===== src/rtl/fetch_queue.sv =====
// fetch_queue: instruction fetch front end with a request/grant/response
// memory port and a small instruction FIFO towards decode.
//
// Capacity DEPTH counts buffered plus in-flight instructions, so the FIFO can
// never overflow. A redirect flushes the FIFO, restarts fetch at the new PC and
// drops the responses still owed for pre-redirect requests.
//
// Ports:
//   clk_i, rst_i                  clock, synchronous active-high reset
//   redirect_i, redirect_pc_i     flush and restart fetch (pc bits [1:0] ignored)
//   imem_req_o, imem_addr_o       fetch request and word-aligned address
//   imem_gnt_i                    request accepted this cycle
//   imem_rvalid_i, imem_rdata_i   in-order response
//   instr_valid_o, instr_o,       queue head toward decode
//   instr_pc_o, instr_ready_i     decode handshake
module fetch_queue #(
  parameter int unsigned DEPTH    = 4,
  parameter logic [31:0] RESET_PC = 32'h0000_0000
) (
  input  logic        clk_i,
  input  logic        rst_i,
  input  logic        redirect_i,
  input  logic [31:0] redirect_pc_i,
  output logic        imem_req_o,
  output logic [31:0] imem_addr_o,
  input  logic        imem_gnt_i,
  input  logic        imem_rvalid_i,
  input  logic [31:0] imem_rdata_i,
  output logic        instr_valid_o,
  output logic [31:0] instr_o,
  output logic [31:0] instr_pc_o,
  input  logic        instr_ready_i
);

  localparam int unsigned AW  = (DEPTH > 1) ? $clog2(DEPTH) : 1;
  localparam int unsigned CW  = AW + 1;
  localparam logic [CW:0] CAP = (CW+1)'(DEPTH);

  typedef enum logic {RUN, DRAIN} state_t;

  state_t        state, state_nxt;
  logic [31:0]   fetch_pc, resp_pc;
  logic [31:0]   fifo_instr [DEPTH];
  logic [31:0]   fifo_pc    [DEPTH];
  logic [AW-1:0] rd_ptr, wr_ptr;
  logic [CW-1:0] occ, outstanding, discard;
  logic [CW-1:0] outstanding_nxt, discard_nxt;
  logic [CW:0]   in_use;
  logic [31:0]   redirect_pc_al;
  logic          grant, rsp, push, pop;

  assign redirect_pc_al = redirect_pc_i & 32'hFFFF_FFFC;
  assign in_use         = {1'b0, occ} + {1'b0, outstanding};

  assign imem_req_o  = (state == RUN) && !redirect_i && !rst_i && (in_use < CAP);
  assign imem_addr_o = fetch_pc;
  assign grant       = imem_req_o && imem_gnt_i;

  // A response with nothing outstanding is a protocol error and is ignored.
  assign rsp  = imem_rvalid_i && (outstanding != '0);
  assign push = rsp && (discard == '0) && !redirect_i;

  assign instr_valid_o = (occ != '0) && !rst_i;
  assign pop           = instr_valid_o && instr_ready_i && !redirect_i;
  assign instr_o       = fifo_instr[rd_ptr];
  assign instr_pc_o    = fifo_pc[rd_ptr];

  // DRAIN is exactly "stale responses still owed", so the next state follows
  // directly from the next discard count.
  always_comb begin
    outstanding_nxt = outstanding + CW'(grant) - CW'(rsp);
    discard_nxt     = discard;
    if (redirect_i) begin
      discard_nxt = outstanding - CW'(rsp);
    end else if (rsp && (discard != '0)) begin
      discard_nxt = discard - CW'(1);
    end
    state_nxt = (discard_nxt != '0) ? DRAIN : RUN;
  end

  always_ff @(posedge clk_i) begin
    if (rst_i) begin
      state <= RUN;
    end else begin
      state <= state_nxt;
    end
  end

  always_ff @(posedge clk_i) begin
    if (rst_i) begin
      fetch_pc    <= RESET_PC;
      resp_pc     <= RESET_PC;
      occ         <= '0;
      outstanding <= '0;
      discard     <= '0;
      rd_ptr      <= '0;
      wr_ptr      <= '0;
      fifo_instr  <= '{default: '0};
      fifo_pc     <= '{default: '0};
    end else begin
      outstanding <= outstanding_nxt;
      discard     <= discard_nxt;
      if (redirect_i) begin
        fetch_pc <= redirect_pc_al;
        resp_pc  <= redirect_pc_al;
        occ      <= '0;
        rd_ptr   <= wr_ptr;
      end else begin
        if (grant) begin
          fetch_pc <= fetch_pc + 32'd4;
        end
        if (push) begin
          fifo_instr[wr_ptr] <= imem_rdata_i;
          fifo_pc[wr_ptr]    <= resp_pc;
          wr_ptr             <= wr_ptr + AW'(1);
          resp_pc            <= resp_pc + 32'd4;
        end
        if (pop) begin
          rd_ptr <= rd_ptr + AW'(1);
        end
        occ <= occ + CW'(push) - CW'(pop);
      end
    end
  end

endmodule


===== config.mk =====
export PLATFORM = sky130hd
export DESIGN_NAME = fetch_queue
export DESIGN_NICKNAME = d
export VERILOG_FILES = /design/src/rtl/fetch_queue.sv
export SDC_FILE = /design/constraint.sdc
export NUM_CORES = 1
export LEC_CHECK = 0
export ABC_AREA = 1
export CORE_ASPECT_RATIO = 0.75
export CORE_MARGIN = 1
export CORE_UTILIZATION = 45
export CTS_CLUSTER_DIAMETER = 200
export DETAILED_ROUTE_END_ITERATION = 10
export PLACE_DENSITY = 0.66
export SYNTH_ARGS = -nofsm -noshare
export SYNTH_HDL_FRONTEND = slang
export SYNTH_SLANG_ARGS = --single-unit

===== constraint.sdc =====
create_clock -name clk_i -period 4.02 [get_ports clk_i]
set_input_delay 0.402 -clock clk_i [delete_from_list [all_inputs] [get_ports clk_i]]
set_output_delay 0.402 -clock clk_i [all_outputs]
set_load 0.05 [all_outputs]

Word level (Yosys, flattened, before mapping):

Index checks and enable logic that the tools add are counted.
Widths: inputs -> output; s select.

* register bits: 334
* logic and storage cells: 80
* input port bits: 70
* output and inout bits: 98

* bitwise operators: 4
* muxes and demuxes: 19
* $lt $le $gt $ge: 4
* add/sub/neg operators: 11
* reduce and logical (&&, ||, !) cells: 24

Operators by type and width (count)
* $mux 32: 9
* $bwmux 128: 2
* $bmux 32 s2: 2
* $add 32x3->32 const B: 2
* $demux 32 s2: 1
* $logic_and 1x1->1: 12
* $reduce_bool 3->1: 4
* $sub 3x1->3: 3
* $add 3x1->3: 2
* $ge 3x3->1 const B: 2
* $mux 3: 2
* $not 2->3: 2
* $reduce_bool 2->1: 3
* $add 2x1->2 const B: 2
* $add 3x3->4: 1
* $lt 4x3->1 const B: 1
* $mux 2: 2
* $logic_not 3->1: 1
* $lt 3x1->1 const B: 1
* $sub 3x1->3 const B: 1
* $logic_not 1->1: 2
* $not 1->1: 2
* $reduce_and 2->1: 1
* $reduce_or 2->1: 1
* $mux 1: 1

Longest topological paths before layout:

Gate-level depths: netlist of the first run.

* depth in word-level cells: 7
* gate-level depth with buffers: 15
* mapped depth without buffers: 14

Worst setup path after synthesis of the first run:

No wires, ideal clock.

* path kind: in2reg
* from: in rst_i
* to: reg occ[2]
* data required time: 3950 ps
* stages on the path: 12
* buffers on the path: 1
* setup slack: 1282 ps
* data arrival time: 2668 ps
* library setup time: 70 ps
* cells stage by stage: clkbuf_1 > nor2_1 > nand2_1 > nor2_1 > ha_1 > inv_1 > ha_1 > inv_1 > fa_1 > inv_1 > o21ai_0 > a21oi_1

* longest elaborated chain between the ends: 5
* elaborated cells between the ends (all ways): 6
* those cells by class: 1 x add/sub; 5 x reduce/logical

Ends and longest elaborated chain
* start, declared: line 21 `input logic rst_i,`
* $logic_not 1->1: line 63 `assign instr_valid_o = (occ != '0) && !rst_i;`
* $logic_and 1x1->1: line 63
* net instr_valid_o: line 29 `output logic instr_valid_o,`
* $logic_and 1x1->1 (2 in a row): line 64 `assign pop = instr_valid_o && instr_ready_i && !redirect_i;`
* $sub 3x1->3: line 121 `occ <= occ + CW'(push) - CW'(pop);`
* end signal, assigned: line 121
* end, declared: line 46 `logic [CW-1:0] occ, outstanding, discard;`

The timed path passes the listed nets, and every way through them passes these cells.
A chain may end at the register's enable or synchronous reset.

Worst setup path after layout of the first run:

* from: reg rd_ptr[1]
* to: out instr_pc_o[5]

* longest elaborated chain between the ends: 4

Ends and longest elaborated chain
* start, declared: line 45 `logic [AW-1:0] rd_ptr, wr_ptr;`
* start signal, assigned: line 107 `rd_ptr <= wr_ptr;`
* start signal, assigned: line 119 `rd_ptr <= rd_ptr + AW'(1);`
* $not 2->3 (not written as such): line 66 `assign instr_pc_o = fifo_pc[rd_ptr];`
* $bmux 32 s2: line 66
* $mux 32 (not written as such) (2 in a row): line 66
* end, declared: line 31 `output logic [31:0] instr_pc_o,`

Every way passes these cells. The select of a mux whose other input is x is not followed.

==> results of run 1 <==
-- cell type report --
type,count,area share (%)
tap,450,3.10
timing repair buffer,179,9.92
clock inverter,11,0.462
inverter,124,2.67
clock buffer,48,5.64
multi-input combinational,1720,42.7
sequential,322,35.5
-- worst max-delay path, cell delays in order (launching register included) --
cell,delay (ps)
dfxtp_2,660
buf_4,420
o21ai_0,150
o22ai_1,360
clkdlybuf4s50_1,890
-- per-layer routing --
layer	wire length (µm)	track usage, %
met1	22600	38.4
met2	20200	40.5
met3	3800	4.51
met4	622	6.34
met5	0	0
-- flip-flops by register name, indices dropped and copies added (netlist names) --
| register | cells |
|---|---|
| discard | 3 |
| fifo_instr | 128 |
| fifo_pc | 120 |
| imem_addr_o | 30 |
| occ | 3 |
| outstanding | 3 |
| rd_ptr | 2 |
| resp_pc | 30 |
| state | 1 |
| wr_ptr | 2 |
-- worst paths after layout --
kind | startpoint | endpoint | slack [ps] | depth (start not counted)
worst max-delay path | rd_ptr[1] | instr_pc_o[5] | 620 | 4
worst min-delay path | rst_i | outstanding[1] | 300 | 2
worst max register to register | discard[0] | occ[2] | 1360 | 14
worst min register to register | fifo_instr[58] | fifo_instr[58] | 470 | 2
-- per-stage QoR --
stage                     instances  util [%]
after floorplan                2321         -
after global placement         2795      50.3
after detailed placement       2795      50.3
after CTS                      2854      53.6
after global routing           2854      53.6
final                          2854      53.6
-- where the power goes --
group          switching, mW  total, mW  internal [mW]
Clock                   1.31       3.15           1.84
Sequential             0.250       3.70           3.45
Combinational           1.67       2.50          0.832
-- logic make-up after synthesis --
logic type,share of synthesized area [%]
DFF,41.2
buffers and inverters,9.28
adders and majority gates,1.54
xor gates and xnor gates,1.01
AOI/OAI and AO/OA,17.8
other,0.0240
and+or+nand+nor,29.1
-- layout by cell type (no fill, tap or decap), drive strengths merged, types with 3 or more instances in the layout --
cell and n:
nand3b 4, or2 3, clkdlybuf4s50 159, clkbuf 48
buf 20, clkinv 14, dfxtp 322, o22ai 62
o21ai 405, xor2 13, xnor2 5, ha 16
nand2 304, a31oi 4, nor2 741, nand4 4
o21bai 5, a21oi 60, conb 4, inv 120
nand3 86
==> flow_summary.ini, run 1 <==
[drt]
detailroute.via_count = 15300
detail_route.iter0.violations = 1395
detail_route.wl_per_cell_um = 16.6
drc = 0
final_antenna_net_count = 0
via_per_inst = 5.36
firstDrtPassIters = 6
totalWireLength_um = 47300

[critical_path]
worstSetupPathType = reg2out
cp_data_required_time_ps = 3620
worst-path-max-fanout = 24
critical_path.endpoint_type = output port
cp_data_arrival_time_ps = 3000
start_kind = register

[synthesis]
synth_sequential_area_ratio_pct = 41.2
ys_dominant_reg_cell = dfxtp_1
syn-cell-area_mm2 = 0.0156
yosysMostFrequentCell = nor2_1
top_cell_types_by_occurrence_after_synthesis = 734 x nor2_1, 404 x o21ai_0, 322 x dfxtp_1
synth.distinct_cells = 36
post_syn_instances = 2318
yosys.area.top_type = dfxtp_1
post-synth-top-area-fraction_pct = 41.2
number_of_enable_flip_flop_cells_after_synthesis = 0
synth.yosys.warnings = 0
synth_area_per_cell_um2 = 6.74
yosys_register_bits = 322
async_flop_share_pct = 0
netlist_top_cells_area = dfxtp_1 41%, nor2_1 18%, o21ai_0 13%, nand2_1 7.1%, buf_6 3.1%

[place]
hpwl_um = 28300
post_place_cell_area_mm2 = 0.0170
setup_slack_at_placement_ps = 1010
port_buffers = 161
place.gp.congestion = 0.939

[power]
p_total_mw = 9.36
power.static_leakage_nw = 6.93
power_per_cell_area_mw_per_mm2 = 515
vdd_drop_max_mv = 0.279

[cts]
cts_hold_buffers = 0
clock_path_buffers = 3
cts-htree-levels = 2
clock_insertion_delay_at_the_later_pin_of_the_skew_report_ps = 520
post_cts_resized = 0
clkSinkCount = 322
cts_tree = done
numCtsBuffers = 35
clock_tree_root_buffer_cell = clkbuf_16
clk_transition_reported_paths_ps = 60
postCtsSetupBuffers = 0

[floorplanning]
ios = 168
floorplan.core_area_mm2 = 0.0339
die_height_um = 163
floorplan.die_area_mm2 = 0.0355
start_util_pct = 46.1
die_width_um = 217
floorplan.rows = 58

[finish]
layout_fillers = 3391
regArea_mm2 = 0.00645
final_layout_size_suffix_gt1_share_pct = 4.41
synthToLayoutAreaGrowth_pct = 16.1
final_design_area_no_fill_mm2 = 0.0182
multi_input_gate_area_in_the_final_layout_mm2 = 0.00775
nets = 2470
antenna-diode-count = 0

[timing]
holdWs_ps = 302
finalHoldViolCount = 0
final_critical_path_setup_slack_ps = 615
worst_clock_skew_ps = 12.3
slew_limit_fails = 0
slew-limit-headroom_pct = 27.2
report.final.setup_viol = 0
tns_ps = 0
fin_crit_ps = 3400
max_frequency_mhz = 294
rsz0062_at_grt = no
worst_pin_slew_ps = 1090
timing.final.crit_share_pct = 84.7

[grt]
grt.overflow.total = 0
via_count_of_the_first_global_routing_pass = 14000
maximum_number_of_pins_on_one_net_before_global_route_repair = 139
globalRouteTotalUtil_pct = 26.4
grt_first_pass_wirelength_um = 75000
grt_antenna_before_repair = 0

[run]
maxCapViolCount = 0

[outcome]
run_status = complete, no violations

[worst_hold_path]
worstHoldPathType = in2reg
Note: power is estimated with default switching activity, not from simulation.
==> run 2, diff against run 1 <==
==> constraint.sdc (replaced) <==
create_clock -name clk_i -period 3.52 [get_ports clk_i]
set_input_delay 0.352 -clock clk_i [delete_from_list [all_inputs] [get_ports clk_i]]
set_output_delay 0.352 -clock clk_i [all_outputs]
set_load 0.05 [all_outputs]
==> run 2 against run 1 <==
  * Critical path depth increased by 1
  * Sequential share of layout area increased by 0.11 points
  * First-iteration DRC count decreased by 0.22%
  * Register-to-register slack got worse by 340 ps
  * Non-clock buffer count increased by 5
  * Final cell count increased by 0.25%
  * Power increased by 16%
==> flow_summary.ini, run 2 (synthesis gave the netlist of run 1 again) <==
[outcome]
run_status = complete, no violations

[floorplanning]
ios = 168
floorplan.rows = 58
start_util_pct = 46.1
floorplan.die_area_mm2 = 0.0355
die_width_um = 217
floorplan.core_area_mm2 = 0.0339
die_height_um = 163

[cts]
clock_tree_root_buffer_cell = clkbuf_16
post_cts_resized = 0
cts_hold_buffers = 0
cts_tree = done
numCtsBuffers = 35
cts-htree-levels = 2
postCtsSetupBuffers = 0
clkSinkCount = 322
clock_path_buffers = 3
clock_insertion_delay_at_the_later_pin_of_the_skew_report_ps = 520
clk_transition_reported_paths_ps = 70

[finish]
antenna-diode-count = 0
layout_top_registers = fifo_instr: 128 flops, fifo_pc: 120 flops
largest_register_ffs = 128
final_design_area_no_fill_mm2 = 0.0181
layout_fillers = 3314
layout_commonest_cell = nor2_1
regArea_mm2 = 0.00645
largest_register = fifo_instr
final_layout_size_suffix_gt1_share_pct = 7.22
nets = 2475
synthToLayoutAreaGrowth_pct = 15.8
layout_common_cells = 734 x nor2_1, 404 x o21ai_0, 320 x dfxtp_1
multi_input_gate_area_in_the_final_layout_mm2 = 0.00775

[timing]
slew_limit_fails = 0
timing.final.crit_share_pct = 88.7
worst_pin_slew_ps = 815
max_frequency_mhz = 320
slew-limit-headroom_pct = 45.7
rsz0062_at_grt = no
tns_ps = 0
report.final.setup_viol = 0
fin_crit_ps = 3120
finalHoldViolCount = 0
worst_clock_skew_ps = 25.9

[place]
post_place_cell_area_mm2 = 0.0169
place.gp.congestion = 0.926
hpwl_um = 29300
port_buffers = 161

[grt]
grt.overflow.total = 0
maximum_number_of_pins_on_one_net_before_global_route_repair = 135
globalRouteMet2Util_pct = 41.4
grt_use_met3_pct = 4.51
globalRoute.busiestLayer = met2
grt_first_pass_wirelength_um = 76700
via_count_of_the_first_global_routing_pass = 14100
grt_antenna_before_repair = 0
grtUsageMet1_pct = 39.3
globalRouteTotalUtil_pct = 27.0

[drt]
detail_route.wl_per_cell_um = 16.7
detail_route.iter0.violations = 1392
via_per_inst = 5.33
firstDrtPassIters = 6
detailroute.via_count = 15300
drc = 0
totalWireLength_um = 47900
final_antenna_net_count = 0

[critical_path]
timing.critical_path.cells = clkinv_2 -> buf_4 -> o21ai_0 -> o22ai_1 -> buf_4
worst-path-max-fanout = 69
timing.critical_path.mode_cell = buf_4
start_kind = register
cp_data_arrival_time_ps = 2770
cp_data_required_time_ps = 3170
crit_path_max_delay_family = buffers and inverters
crit_path_top_delay_cell = buf_4
cpPeakStageDelay_ps = 600
critical_path.endpoint_type = output port
worstPathBufferInverterCount = 3
worstSetupPathType = reg2out

[worst_hold_path]
worstHoldPathType = in2reg

[power]
power.static_leakage_nw = 7.09
power_per_cell_area_mw_per_mm2 = 600
vdd_drop_max_mv = 0.312

[run]
maxCapViolCount = 0
run 2: changes by cell type in the layout (fill, tap and decap cells not counted):
cell and change:
buf_4 +68, clkdlybuf4s50_1 -62, clkbuf_8 -5, bufinv_16 +3, clkinv_2 -3, clkinv_4 +3
clkinvlp_4 +2, buf_12 -1, clkbuf_1 +1, clkbuf_16 +1
run 2: report_power, final:
part / internal (mW) / switching [mW] / total [mW]
sequential: 3.94 / 0.300 / 4.24
clock: 2.28 / 1.54 / 3.82
combinational: 0.887 / 1.91 / 2.79
total: 7.11 / 3.75 / 10.9
run 2: final timing paths:
kind	startpoint	endpoint	slack, ps	depth (start not counted)
setup / recovery	rd_ptr[0]	instr_pc_o[8]	400	5
hold / removal	rst_i	rd_ptr[0]	130	2
setup reg to reg	discard[0]	fifo_pc[106]	1020	10
hold reg to reg	fifo_pc[60]	fifo_pc[60]	470	2
run 2: per-stage QoR:
stage	hold WS, ps	power [mW]	setup slack [ps]	utilization, %	cells
floorplan	449	6.25	832	-	2321
global placement	457	7.05	837	49.9	2800
detailed placement	466	7.10	803	49.9	2800
CTS	107	10.9	456	53.4	2861
global route	138	11.3	249	53.4	2861
finish	126	10.9	399	53.4	2861
run 2: worst reg2reg max path, stage by stage (launching register included):
cell      delay, ps
dfxtp_1         330
inv_1            70
ha_1            200
nand2_1         130
nand3b_4        190
nor2_4           50
buf_4           190
nand2_2         350
buf_4           570
o21ai_0         210
nor2_1          140
run 2: layout make-up:
| type | count | area share, % |
|---|---|---|
| Multi-Input combinational cell | 1720 | 42.8 |
| Sequential cell | 322 | 35.6 |
| Timing Repair Buffer | 184 | 9.23 |
| Clock buffer | 45 | 5.44 |
| Tap cell | 450 | 3.11 |
| Inverter | 124 | 2.68 |
| Clock inverter | 16 | 1.11 |
run 2: metal layers:
layer	wire length, µm	vias up
li1	-	7607
met4	708	0
met2	20500	501
met1	23300	7100
met5	0	-
met3	3440	52
==> run 3, diff against run 2 <==
--- a/config.mk
+++ b/config.mk
@@ -6,7 +6,6 @@
 export NUM_CORES = 1
 export LEC_CHECK = 0
 export ABC_AREA = 1
-export CORE_ASPECT_RATIO = 0.75
 export CORE_MARGIN = 1
 export CORE_UTILIZATION = 45
 export CTS_CLUSTER_DIAMETER = 200
==> constraint.sdc (replaced) <==
create_clock -name clk_i -period 3.8 [get_ports clk_i]
set_input_delay 0.38 -clock clk_i [delete_from_list [all_inputs] [get_ports clk_i]]
set_output_delay 0.38 -clock clk_i [all_outputs]
set_load 0.05 [all_outputs]
==> run 3 against run 2 <==
  * Global-route usage decreased by 1.3 points
  * Count of clock-buffer cells in the layout increased by 12
  * Design area increased by 1.7%
==> flow_summary.ini, run 3 (synthesis gave the netlist of run 1 again) <==
[outcome]
run_status = complete, no violations

[critical_path]
worstPathBufferInverterCount = 2
crit_path_max_delay_family = buffers and inverters
timing.critical_path.cells = buf_4 -> o21ai_0 -> o22ai_1 -> clkdlybuf4s50_1
critical_path.endpoint_type = output port
worst-path-max-fanout = 63
start_kind = register
cp_data_arrival_time_ps = 2970
cp_data_required_time_ps = 3420
worstSetupPathType = reg2out
cpPeakStageDelay_ps = 880
crit_path_top_delay_cell = clkdlybuf4s50_1

[drt]
detailroute.via_count = 15200
drc = 0
final_antenna_net_count = 0
via_per_inst = 5.31
firstDrtPassIters = 7
detail_route.wl_per_cell_um = 16.2
detail_route.iter0.violations = 1031
totalWireLength_um = 46400

[timing]
finalHoldViolCount = 0
worst_pin_slew_ps = 803
tns_ps = 0
fin_crit_ps = 3350
max_frequency_mhz = 299
timing.final.crit_share_pct = 88.1
report.final.setup_viol = 0
rsz0062_at_grt = no
slew_limit_fails = 0
worst_clock_skew_ps = 12.2
slew-limit-headroom_pct = 46.5

[power]
power.static_leakage_nw = 7.04
switchingPower_mw = 3.46
p_total_mw = 10.5
power_per_cell_area_mw_per_mm2 = 568
power.clock.fraction_pct = 37.5
switching_share_pct = 33.0
vdd_drop_max_mv = 0.430
combinational_fraction_of_design_power_pct = 25.3
internal_power_mw = 7.00
sequentialPowerShare_pct = 37.2

[cts]
cts_tree = done
clock_insertion_delay_at_the_later_pin_of_the_skew_report_ps = 520
clock_path_buffers = 3
numCtsBuffers = 38
clock_tree_root_buffer_cell = clkbuf_16
postCtsSetupBuffers = 0
clkSinkCount = 322
clk_transition_reported_paths_ps = 60
post_cts_resized = 0
cts_hold_buffers = 0
cts-htree-levels = 2

[floorplanning]
floorplan.rows = 67
ios = 168
start_util_pct = 46.2
floorplan.die_area_mm2 = 0.0355
die_height_um = 188
floorplan.core_area_mm2 = 0.0339
die_width_um = 188

[grt]
via_count_of_the_first_global_routing_pass = 14100
grt_antenna_before_repair = 0
grt_first_pass_wirelength_um = 74000
globalRouteTotalUtil_pct = 25.7
grt.overflow.total = 0
maximum_number_of_pins_on_one_net_before_global_route_repair = 127

[run]
maxCapViolCount = 0

[finish]
nets = 2473
largest_register = fifo_instr
synthToLayoutAreaGrowth_pct = 17.7
largest_register_ffs = 128
layout_common_cells = 734 x nor2_1, 404 x o21ai_0, 320 x dfxtp_1
layout_commonest_cell = nor2_1
antenna-diode-count = 0
layout_top_registers = fifo_instr: 128 flops, fifo_pc: 120 flops
final_layout_size_suffix_gt1_share_pct = 4.76

[place]
place.gp.congestion = 0.917
port_buffers = 161
hpwl_um = 28200

[worst_hold_path]
worstHoldPathType = in2reg
run 3: worst register-to-register path, delay by kind of cell (launching register included):
| kind | cells | cell delay (ps) |
|---|---|---|
| AOI/OAI and AO/OA | 2 | 210 |
| adders and majority gates | 4 | 940 |
| buffers and inverters | 5 | 420 |
| DFF | 1 | 310 |
| and+or+nand+nor | 3 | 710 |
run 3: path summary, 6_finish.rpt:
check / startpoint / end / slack (ps) / depth (start not counted)
max: rd_ptr[1] / instr_pc_o[7] / 450 / 4
max reg2reg: discard[0] / occ[2] / 1150 / 14
min: rst_i / resp_pc[4] / 280 / 2
min reg2reg: fifo_pc[54] / fifo_pc[54] / 480 / 2
run 3: cell type report:
class,instances,area [µm²]
Timing Repair Buffer,179,1790
Tap cell,448,561
Sequential cell,322,6450
Clock buffer,57,1170
Multi-Input combinational cell,1720,7750
Inverter,124,487
Clock inverter,12,195
Fill cell,3372,15500
run 3: stage by stage:
step	hold slack (ps)	cells	utilization (%)	cell area (µm²)	worst slack (ps)
final	280	2862	54.3	18400	452
after detailed placement	465	2793	50.3	17000	848
after floorplan	449	2321	-	15600	1080
after global placement	457	2793	50.3	17000	871
after CTS	258	2862	54.3	18400	471
after global routing	271	2862	54.3	18400	389
run 3: power by group through the flow:
stage,clock [mW],combinational [mW],sequential [mW]
2_1_floorplan,0,1.85,3.94
3_3_place_gp,0,2.61,3.95
5_1_grt,4.12,2.87,3.93
6_report,3.92,2.65,3.90
3_5_place_dp,0,2.64,3.96
4_1_cts,3.97,2.65,3.89
run 3: routing by layer:
layer,track usage (%),wire [µm],up-vias
met2,43.7,21800,473
met3,3.46,2670,90
met4,9.24,1450,0
met5,0,0,-
li1,-,-,7609
met1,33.0,20400,7021
